### src/rtl/instr_encoder_if.sv
// Field-beat handshake and instruction-memory write port bundle.
interface instr_encoder_if #(
  parameter int unsigned ADDR_W = 8
);
  logic              iValid;
  logic              oReady;
  logic [3:0]        iOpcode;
  logic [3:0]        iCDcode;
  logic              iSrcType;
  logic              iDestType;
  logic [11:0]       iSrc1;
  logic [11:0]       iSrc2;
  logic              iLast;
  logic              oMemWe;
  logic [ADDR_W-1:0] oMemAddr;
  logic [31:0]       oMemData;
  logic              iMemReady;

  // Loader / memory side
  modport master (
    output iValid, iOpcode, iCDcode, iSrcType, iDestType, iSrc1, iSrc2, iLast,
    output iMemReady,
    input  oReady, oMemWe, oMemAddr, oMemData
  );

  // Encoder side
  modport slave (
    input  iValid, iOpcode, iCDcode, iSrcType, iDestType, iSrc1, iSrc2, iLast,
    input  iMemReady,
    output oReady, oMemWe, oMemAddr, oMemData
  );
endinterface

### src/rtl/instr_encoder.sv
// Instruction encoder / program loader: packs field beats into 32-bit words,
// buffers them in a 2-entry FIFO and streams them into instruction memory,
// terminating each session with a HALT word.
module instr_encoder #(
  parameter int unsigned ADDR_W    = 8,
  parameter int unsigned DEPTH     = 256,
  parameter logic [31:0] HALT_WORD = 32'hF000_0000
) (
  input  logic              iClk,
  input  logic              iRst_n,
  input  logic              iStart,
  input  logic [ADDR_W-1:0] iBaseAddr,
  instr_encoder_if.slave    bus,
  output logic              oBusy,
  output logic              oDone,
  output logic              oOverflow,
  output logic [ADDR_W:0]   oCount
);

  localparam int unsigned CNT_W = ADDR_W + 1;
  // Highest slot a data word may occupy is DEPTH-2; reaching DEPTH-1 with
  // data still pending means the program does not fit.
  localparam logic [CNT_W-1:0] LAST_SLOT = CNT_W'(DEPTH - 1);

  typedef enum logic [1:0] {IDLE, RUN, HALT, DONE} state_e;

  state_e            state_q, state_d;
  logic [ADDR_W-1:0] base_q, base_d;
  logic [CNT_W-1:0]  count_q, count_d;
  logic              last_seen_q, last_seen_d;
  logic              ovf_q, ovf_d;
  logic [1:0][31:0]  fifo_q, fifo_d;
  logic              wr_ptr_q, wr_ptr_d;
  logic              rd_ptr_q, rd_ptr_d;
  logic [1:0]        fcnt_q, fcnt_d;
  logic              ready_q, ready_d;
  logic              we_q, we_d;
  logic [ADDR_W-1:0] addr_q, addr_d;
  logic [31:0]       data_q, data_d;
  logic              busy_q, busy_d;
  logic              done_q, done_d;

  logic [31:0]       word_c;
  logic              accept_c;
  logic              xfer_c;

  // Pack the incoming fields into the instruction word layout
  always_comb begin
    word_c        = '0;
    word_c[31:28] = bus.iOpcode;
    if (bus.iOpcode == 4'b0001) begin
      word_c[27:24] = bus.iCDcode;
    end else begin
      word_c[27:24] = {bus.iSrcType, bus.iDestType, 2'b00};
    end
    word_c[23:12] = bus.iSrc1;
    word_c[11:0]  = bus.iSrc2;
  end

  assign accept_c = bus.iValid && ready_q;
  assign xfer_c   = we_q && bus.iMemReady;

  // Next-state, FIFO bookkeeping and next values of the registered outputs
  always_comb begin
    state_d     = state_q;
    base_d      = base_q;
    count_d     = count_q;
    last_seen_d = last_seen_q;
    ovf_d       = ovf_q;
    fifo_d      = fifo_q;
    wr_ptr_d    = wr_ptr_q;
    rd_ptr_d    = rd_ptr_q;
    fcnt_d      = fcnt_q;

    unique case (state_q)
      IDLE, DONE: begin
        if (iStart) begin
          base_d      = iBaseAddr;
          count_d     = '0;
          ovf_d       = 1'b0;
          last_seen_d = 1'b0;
          fcnt_d      = '0;
          wr_ptr_d    = 1'b0;
          rd_ptr_d    = 1'b0;
          state_d     = RUN;
        end
      end
      RUN: begin
        if (accept_c) begin
          fifo_d[wr_ptr_q] = word_c;
          wr_ptr_d         = ~wr_ptr_q;
          if (bus.iLast) begin
            last_seen_d = 1'b1;
          end
        end
        if (xfer_c) begin
          rd_ptr_d = ~rd_ptr_q;
          count_d  = count_q + CNT_W'(1);
        end
        fcnt_d = fcnt_q + 2'(accept_c) - 2'(xfer_c);
        // Out of room: drop pending data (including any beat accepted now)
        // so the HALT word lands in the last slot.
        if ((count_d == LAST_SLOT) && (fcnt_d != 2'd0)) begin
          ovf_d       = 1'b1;
          last_seen_d = 1'b1;
          fcnt_d      = '0;
          wr_ptr_d    = 1'b0;
          rd_ptr_d    = 1'b0;
          state_d     = HALT;
        end else if (last_seen_d && (fcnt_d == 2'd0)) begin
          state_d = HALT;
        end
      end
      HALT: begin
        if (xfer_c) begin
          count_d = count_q + CNT_W'(1);
          state_d = DONE;
        end
      end
      default: state_d = IDLE;
    endcase

    ready_d = (state_d == RUN) && !last_seen_d && (fcnt_d != 2'd2);
    we_d    = ((state_d == RUN) && (fcnt_d != 2'd0)) || (state_d == HALT);
    addr_d  = base_d + count_d[ADDR_W-1:0];
    data_d  = (state_d == HALT) ? HALT_WORD : fifo_d[rd_ptr_d];
    busy_d  = (state_d == RUN) || (state_d == HALT);
    done_d  = (state_d == DONE);
  end

  // State and output registers
  always_ff @(posedge iClk or negedge iRst_n) begin
    if (!iRst_n) begin
      state_q     <= IDLE;
      base_q      <= '0;
      count_q     <= '0;
      last_seen_q <= 1'b0;
      ovf_q       <= 1'b0;
      fifo_q      <= '0;
      wr_ptr_q    <= 1'b0;
      rd_ptr_q    <= 1'b0;
      fcnt_q      <= '0;
      ready_q     <= 1'b0;
      we_q        <= 1'b0;
      addr_q      <= '0;
      data_q      <= '0;
      busy_q      <= 1'b0;
      done_q      <= 1'b0;
    end else begin
      state_q     <= state_d;
      base_q      <= base_d;
      count_q     <= count_d;
      last_seen_q <= last_seen_d;
      ovf_q       <= ovf_d;
      fifo_q      <= fifo_d;
      wr_ptr_q    <= wr_ptr_d;
      rd_ptr_q    <= rd_ptr_d;
      fcnt_q      <= fcnt_d;
      ready_q     <= ready_d;
      we_q        <= we_d;
      addr_q      <= addr_d;
      data_q      <= data_d;
      busy_q      <= busy_d;
      done_q      <= done_d;
    end
  end

  assign bus.oReady   = ready_q;
  assign bus.oMemWe   = we_q;
  assign bus.oMemAddr = addr_q;
  assign bus.oMemData = data_q;
  assign oBusy        = busy_q;
  assign oDone        = done_q;
  assign oOverflow    = ovf_q;
  assign oCount       = count_q;

endmodule

### src/flat_wrapper.sv
// flat-port wrapper written by rule: the top's interface ports become plain ports
module instr_encoder_flat 
#(
  parameter int unsigned ADDR_W    = 8,
  parameter int unsigned DEPTH     = 256,
  parameter logic [31:0] HALT_WORD = 32'hF000_0000
)
  (iClk, iRst_n, iStart, iBaseAddr, oBusy, oDone, oOverflow, oCount, bus_iValid, bus_iOpcode, bus_iCDcode, bus_iSrcType, bus_iDestType, bus_iSrc1, bus_iSrc2, bus_iLast, bus_iMemReady, bus_oReady, bus_oMemWe, bus_oMemAddr, bus_oMemData);
  instr_encoder_if #(.ADDR_W(ADDR_W)) bus_i ();
  input  logic iClk;
  input  logic iRst_n;
  input  logic iStart;
  input  logic [ADDR_W-1:0] iBaseAddr;
  output logic oBusy;
  output logic oDone;
  output logic oOverflow;
  output logic [ADDR_W:0] oCount;
  input wire logic [$bits(bus_i.iValid)-1:0] bus_iValid;
  input wire logic [$bits(bus_i.iOpcode)-1:0] bus_iOpcode;
  input wire logic [$bits(bus_i.iCDcode)-1:0] bus_iCDcode;
  input wire logic [$bits(bus_i.iSrcType)-1:0] bus_iSrcType;
  input wire logic [$bits(bus_i.iDestType)-1:0] bus_iDestType;
  input wire logic [$bits(bus_i.iSrc1)-1:0] bus_iSrc1;
  input wire logic [$bits(bus_i.iSrc2)-1:0] bus_iSrc2;
  input wire logic [$bits(bus_i.iLast)-1:0] bus_iLast;
  input wire logic [$bits(bus_i.iMemReady)-1:0] bus_iMemReady;
  output wire logic [$bits(bus_i.oReady)-1:0] bus_oReady;
  output wire logic [$bits(bus_i.oMemWe)-1:0] bus_oMemWe;
  output wire logic [$bits(bus_i.oMemAddr)-1:0] bus_oMemAddr;
  output wire logic [$bits(bus_i.oMemData)-1:0] bus_oMemData;
  assign bus_i.iValid = bus_iValid;
  assign bus_i.iOpcode = bus_iOpcode;
  assign bus_i.iCDcode = bus_iCDcode;
  assign bus_i.iSrcType = bus_iSrcType;
  assign bus_i.iDestType = bus_iDestType;
  assign bus_i.iSrc1 = bus_iSrc1;
  assign bus_i.iSrc2 = bus_iSrc2;
  assign bus_i.iLast = bus_iLast;
  assign bus_i.iMemReady = bus_iMemReady;
  assign bus_oReady = bus_i.oReady;
  assign bus_oMemWe = bus_i.oMemWe;
  assign bus_oMemAddr = bus_i.oMemAddr;
  assign bus_oMemData = bus_i.oMemData;
  instr_encoder #(.ADDR_W(ADDR_W), .DEPTH(DEPTH), .HALT_WORD(HALT_WORD)) u_core (.iClk(iClk), .iRst_n(iRst_n), .iStart(iStart), .iBaseAddr(iBaseAddr), .bus(bus_i), .oBusy(oBusy), .oDone(oDone), .oOverflow(oOverflow), .oCount(oCount));
endmodule
### config.mk
export PLATFORM = sky130hd
export DESIGN_NAME = instr_encoder_flat
export DESIGN_NICKNAME = d
export VERILOG_FILES = /design/src/rtl/instr_encoder_if.sv /design/src/rtl/instr_encoder.sv /design/src/flat_wrapper.sv
export SDC_FILE = /design/constraint.sdc
export NUM_CORES = 1
export LEC_CHECK = 0
export CORE_ASPECT_RATIO = 1.75
export CORE_MARGIN = 8
export CORE_UTILIZATION = 55
export CTS_CLUSTER_SIZE = 24
export DETAILED_ROUTE_END_ITERATION = 8
export HOLD_SLACK_MARGIN = 0.05
export PLACE_DENSITY_LB_ADDON = 0.15
export SYNTH_ARGS = -nofsm -noshare
export SYNTH_HDL_FRONTEND = slang
export SYNTH_SLANG_ARGS = --single-unit
export TNS_END_PERCENT = 10
### constraint.sdc
create_clock -name iClk -period 10.4 [get_ports iClk]
set_input_delay 1.56 -clock iClk [delete_from_list [all_inputs] [get_ports iClk]]
set_output_delay 1.56 -clock iClk [all_outputs]
set_load 0.1 [all_outputs]
==> impl_metrics.env <==
export IMPL_fillerInstances=776
export IMPL_cts_tree="done"
export IMPL_worst_ep_arrival_time_ns=5.85
export IMPL_async_reset_ff_share_pct=100
export IMPL_antenna_violating_nets_left=0
export IMPL_gp_routability_congestion=0.902
export IMPL_fin_setup_tns_ns=0
export IMPL_vias_after_detailed_routing=4190
export IMPL_die_w_um=95.0
export IMPL_post_synth_main_area_contributors="sky130_fd_sc_hd__dfrtp_1 55%, sky130_fd_sc_hd__mux2_2 12%, sky130_fd_sc_hd__mux2i_1 6.2%"
export IMPL_post_synth_top_area_cell="sky130_fd_sc_hd__dfrtp_1"
export IMPL_area_delta_synth_final_pct=28.1
export IMPL_timing_hold_worst_class="register to register"
export IMPL_numClockSinks=133
export IMPL_setup_viol=0
export IMPL_synth_register_bits=133
export IMPL_remaining_drcs=0
export IMPL_cts_max_path_buffers=2
export IMPL_clk_insertion_delay_late_ns=0.41
export IMPL_cts_root_buf="sky130_fd_sc_hd__clkbuf_16"
export IMPL_dpl_hpwl_mm=9.33
export IMPL_grt_first_pass_wirelength_mm=22.2
export IMPL_starting_drt_drc_count=117
export IMPL_antenna_cells_inserted=0
export IMPL_core_rowCount=50
export IMPL_timing_worst_slew_pin_value_ns=1.11
export IMPL_ys_dominant_reg_cell="sky130_fd_sc_hd__dfrtp_1"
export IMPL_hold_violations=0
export IMPL_maximum_number_of_pins_on_one_net_before_global_route_repair=78
export IMPL_synth_enable_flop_cells=0
export IMPL_cts_max_level=4
export IMPL_drt_wirelength_per_cell_um=18.3
export IMPL_synth_top_area_share_pct=55.4
export IMPL_relative_slew_margins_pct=24.9
export IMPL_cts_resized=0
export IMPL_route_detailed_vias_per_inst=5.62
export IMPL_drt_total_wl_mm=13.7
export IMPL_grt_pass1_vias=4520
export IMPL_grt_use_total_pct=19.8
export IMPL_fraction_of_final_layout_cells_sized_beyond_drive_strength_1_pct=17.7
export IMPL_critPathMaxFanout=56
export IMPL_timing_critical_path_to_type="register"
export IMPL_synth_avg_cell_area_sq_um=11.9
export IMPL_post_route_fraction_of_the_period_consumed_by_the_critical_path_pct=53.8
export IMPL_synthCells=506
export IMPL_post_cts_hold_buffer_count=0
export IMPL_timing_final_crit_period_ns=5.60
export IMPL_synth_yosys_seq_area_share_pct=55.4
export IMPL_clkSlewWorstSetupHoldPaths_ns=0.06
export IMPL_setup_repair_after_global_routing_missed_its_margin="false"
export IMPL_netlist_cell_type_count=54
export IMPL_fp_dieArea_sq_mm=0.0146
export IMPL_starting_density_of_the_core_pct=56.1
export IMPL_globalRouteOverflowTotal=0
export IMPL_worstPathRequired_ns=10.65
export IMPL_detail_route_first_pass_iterations=4
export IMPL_timing_worst_setup_path_type="input pin to register"
export IMPL_ys_warn_count=0
export IMPL_number_of_setup_buffers_added_after_cts=0
export IMPL_timing_final_max_slew_violations=0
export IMPL_numCtsBuffers=17
export IMPL_skew_ns=0.00963
export IMPL_core_area_sq_mm=0.0107
export IMPL_chipHeight_um=154
export IMPL_num_io_pins=102
export IMPL_timing_max_cap_violations=0
export IMPL_numPortBuffers=101
export IMPL_achievable_frequency_mhz=179
export IMPL_startpoint_type="input pin"
export IMPL_grt_antenna_before_repair=0
export IMPL_post_synthesis_instance_area_sq_mm=0.00600
export IMPL_status="completed"
export IMPL_nets=667
export IMPL_syn_nets=570
-- synth_stat cells (all sizes together) (2+ instances only) --
| cell | n |
|---|---|
| clkbuf | 16 |
| nand4 | 4 |
| ha | 15 |
| nor2b | 3 |
| a31oi | 2 |
| nand3 | 3 |
| or3 | 2 |
| and4 | 2 |
| inv | 24 |
| dfrtp | 133 |
| o21bai | 3 |
| a21o | 4 |
| a211oi | 2 |
| nor2 | 14 |
| mux2 | 63 |
| mux2i | 37 |
| xor2 | 3 |
| or2 | 2 |
| xnor2 | 9 |
| or4 | 2 |
| nand2b | 2 |
| a21oi | 15 |
| nand2 | 87 |
| nand3b | 2 |
| buf | 12 |
| o21ai | 17 |
| o31ai | 2 |
| nor4 | 3 |
| a32oi | 2 |
| nor3 | 5 |
-- worst paths after layout --
| kind | startpoint | endpoint | slack, ns | cells after the start |
|---|---|---|---|---|
| setup / recovery | bus_iMemReady | u_core.bus.oMemData[10] | 4.80 | 17 |
| min in group asynchronous | iRst_n | u_core.bus.oMemAddr[3] | 1.28 | 1 |
| hold / removal | u_core.oOverflow | u_core.oOverflow | 0.49 | 1 |
| max in group asynchronous | iRst_n | u_core.bus.oMemAddr[7] | 7.80 | 2 |
| hold reg to reg | u_core.oOverflow | u_core.oOverflow | 0.49 | 1 |
| setup reg to reg | u_core.bus.oMemWe | u_core.bus.oMemData[10] | 6.03 | 16 |
-- through the flow --
step	cells	instance area, sq um	hold WS, ns	worst slack [ns]	util (%)
after floorplan	506	6000	0.458	5.32	-
after global placement	714	7060	0.473	4.63	66.0
after detailed placement	714	7060	0.480	4.45	66.0
after CTS	746	7690	0.494	4.84	71.9
after global routing	746	7690	0.511	4.43	71.9
final	746	7690	0.489	4.80	71.9
-- cell families after synthesis --
family / count (synthesis) / share of synthesized area, %
simple gates: 133 / 10.0
flops: 133 / 55.4
mux: 100 / 18.0
compound gates: 59 / 6.88
buf+inv: 52 / 4.09
fa+ha+maj: 16 / 3.46
xor+xnor: 13 / 2.15
-- metal layers --
layer  wire (um)  up-vias  GRT usage [%]
met1        4820     2108           19.3
li1            -     1932              -
met3         714       32           6.01
met4         484        0           9.81
met5           0        -              0
met2        7660      118           36.0
-- area by class of cell --
class	instances	area [sq um]	share of cell area (%)
flip-flops and latches	133	3330	43.3
multi-input cells	321	2430	31.6
repair buffers	106	1050	13.6
clock buffers	17	425	5.53
clock inverters	15	205	2.67
well taps	130	163	2.12
inverters	24	90.1	1.17
-- flip-flops by register name (all words and copies together), names as in the netlist, 2 cells and up --
signal and cells:
u_core.bus.oMemAddr 8, u_core.fifo_q 64, u_core.state_q 2, u_core.oCount 9, u_core.bus.oMemData 32, u_core.fcnt_q 2
u_core.base_q 8
-- cell usage in the layout, fill, tap and decap left out, types with 3 or more instances in the layout --
cell type                         Yosys  final
sky130_fd_sc_hd__o21bai_1             3      3
sky130_fd_sc_hd__ha_1                15     15
sky130_fd_sc_hd__clkinv_4             0      4
sky130_fd_sc_hd__mux2i_1             37     37
sky130_fd_sc_hd__clkinvlp_4           0      3
sky130_fd_sc_hd__xor2_1               3      3
sky130_fd_sc_hd__dfrtp_1            133    133
sky130_fd_sc_hd__buf_4                1      6
sky130_fd_sc_hd__nand3_1              3      3
sky130_fd_sc_hd__o21ai_0             17     17
sky130_fd_sc_hd__a21oi_1             15     15
sky130_fd_sc_hd__xnor2_1              9      9
sky130_fd_sc_hd__bufinv_16            0      4
sky130_fd_sc_hd__nand2_1             87     87
sky130_fd_sc_hd__clkbuf_16            0     17
sky130_fd_sc_hd__nor4_1               3      3
sky130_fd_sc_hd__a21o_1               4      4
sky130_fd_sc_hd__mux2_2              63     63
sky130_fd_sc_hd__nor2_1              14     14
sky130_fd_sc_hd__nor2b_1              3      3
sky130_fd_sc_hd__inv_1               24     24
sky130_fd_sc_hd__clkdlybuf4s50_1      0    100
sky130_fd_sc_hd__nor3_1               5      5
sky130_fd_sc_hd__nand4_1              3      3
-- worst max-delay path: stages --
cell                              delay [ns]
sky130_fd_sc_hd__clkdlybuf4s50_1        0.49
sky130_fd_sc_hd__nand2_1                0.24
sky130_fd_sc_hd__inv_1                  0.13
sky130_fd_sc_hd__ha_1                   0.29
sky130_fd_sc_hd__inv_1                  0.04
sky130_fd_sc_hd__ha_1                   0.20
sky130_fd_sc_hd__xnor2_1                0.26
sky130_fd_sc_hd__mux2i_1                0.32
sky130_fd_sc_hd__o2111ai_1              0.14
sky130_fd_sc_hd__or4_1                  0.72
sky130_fd_sc_hd__a41o_1                 0.36
sky130_fd_sc_hd__inv_1                  0.07
sky130_fd_sc_hd__ha_1                   0.36
sky130_fd_sc_hd__inv_1                  0.08
sky130_fd_sc_hd__buf_4                  0.31
sky130_fd_sc_hd__nand2_1                0.15
sky130_fd_sc_hd__mux2i_1                0.11
Power is not shown: default switching activity piles up to over one toggle a cycle in this logic, so the estimate is an artifact.
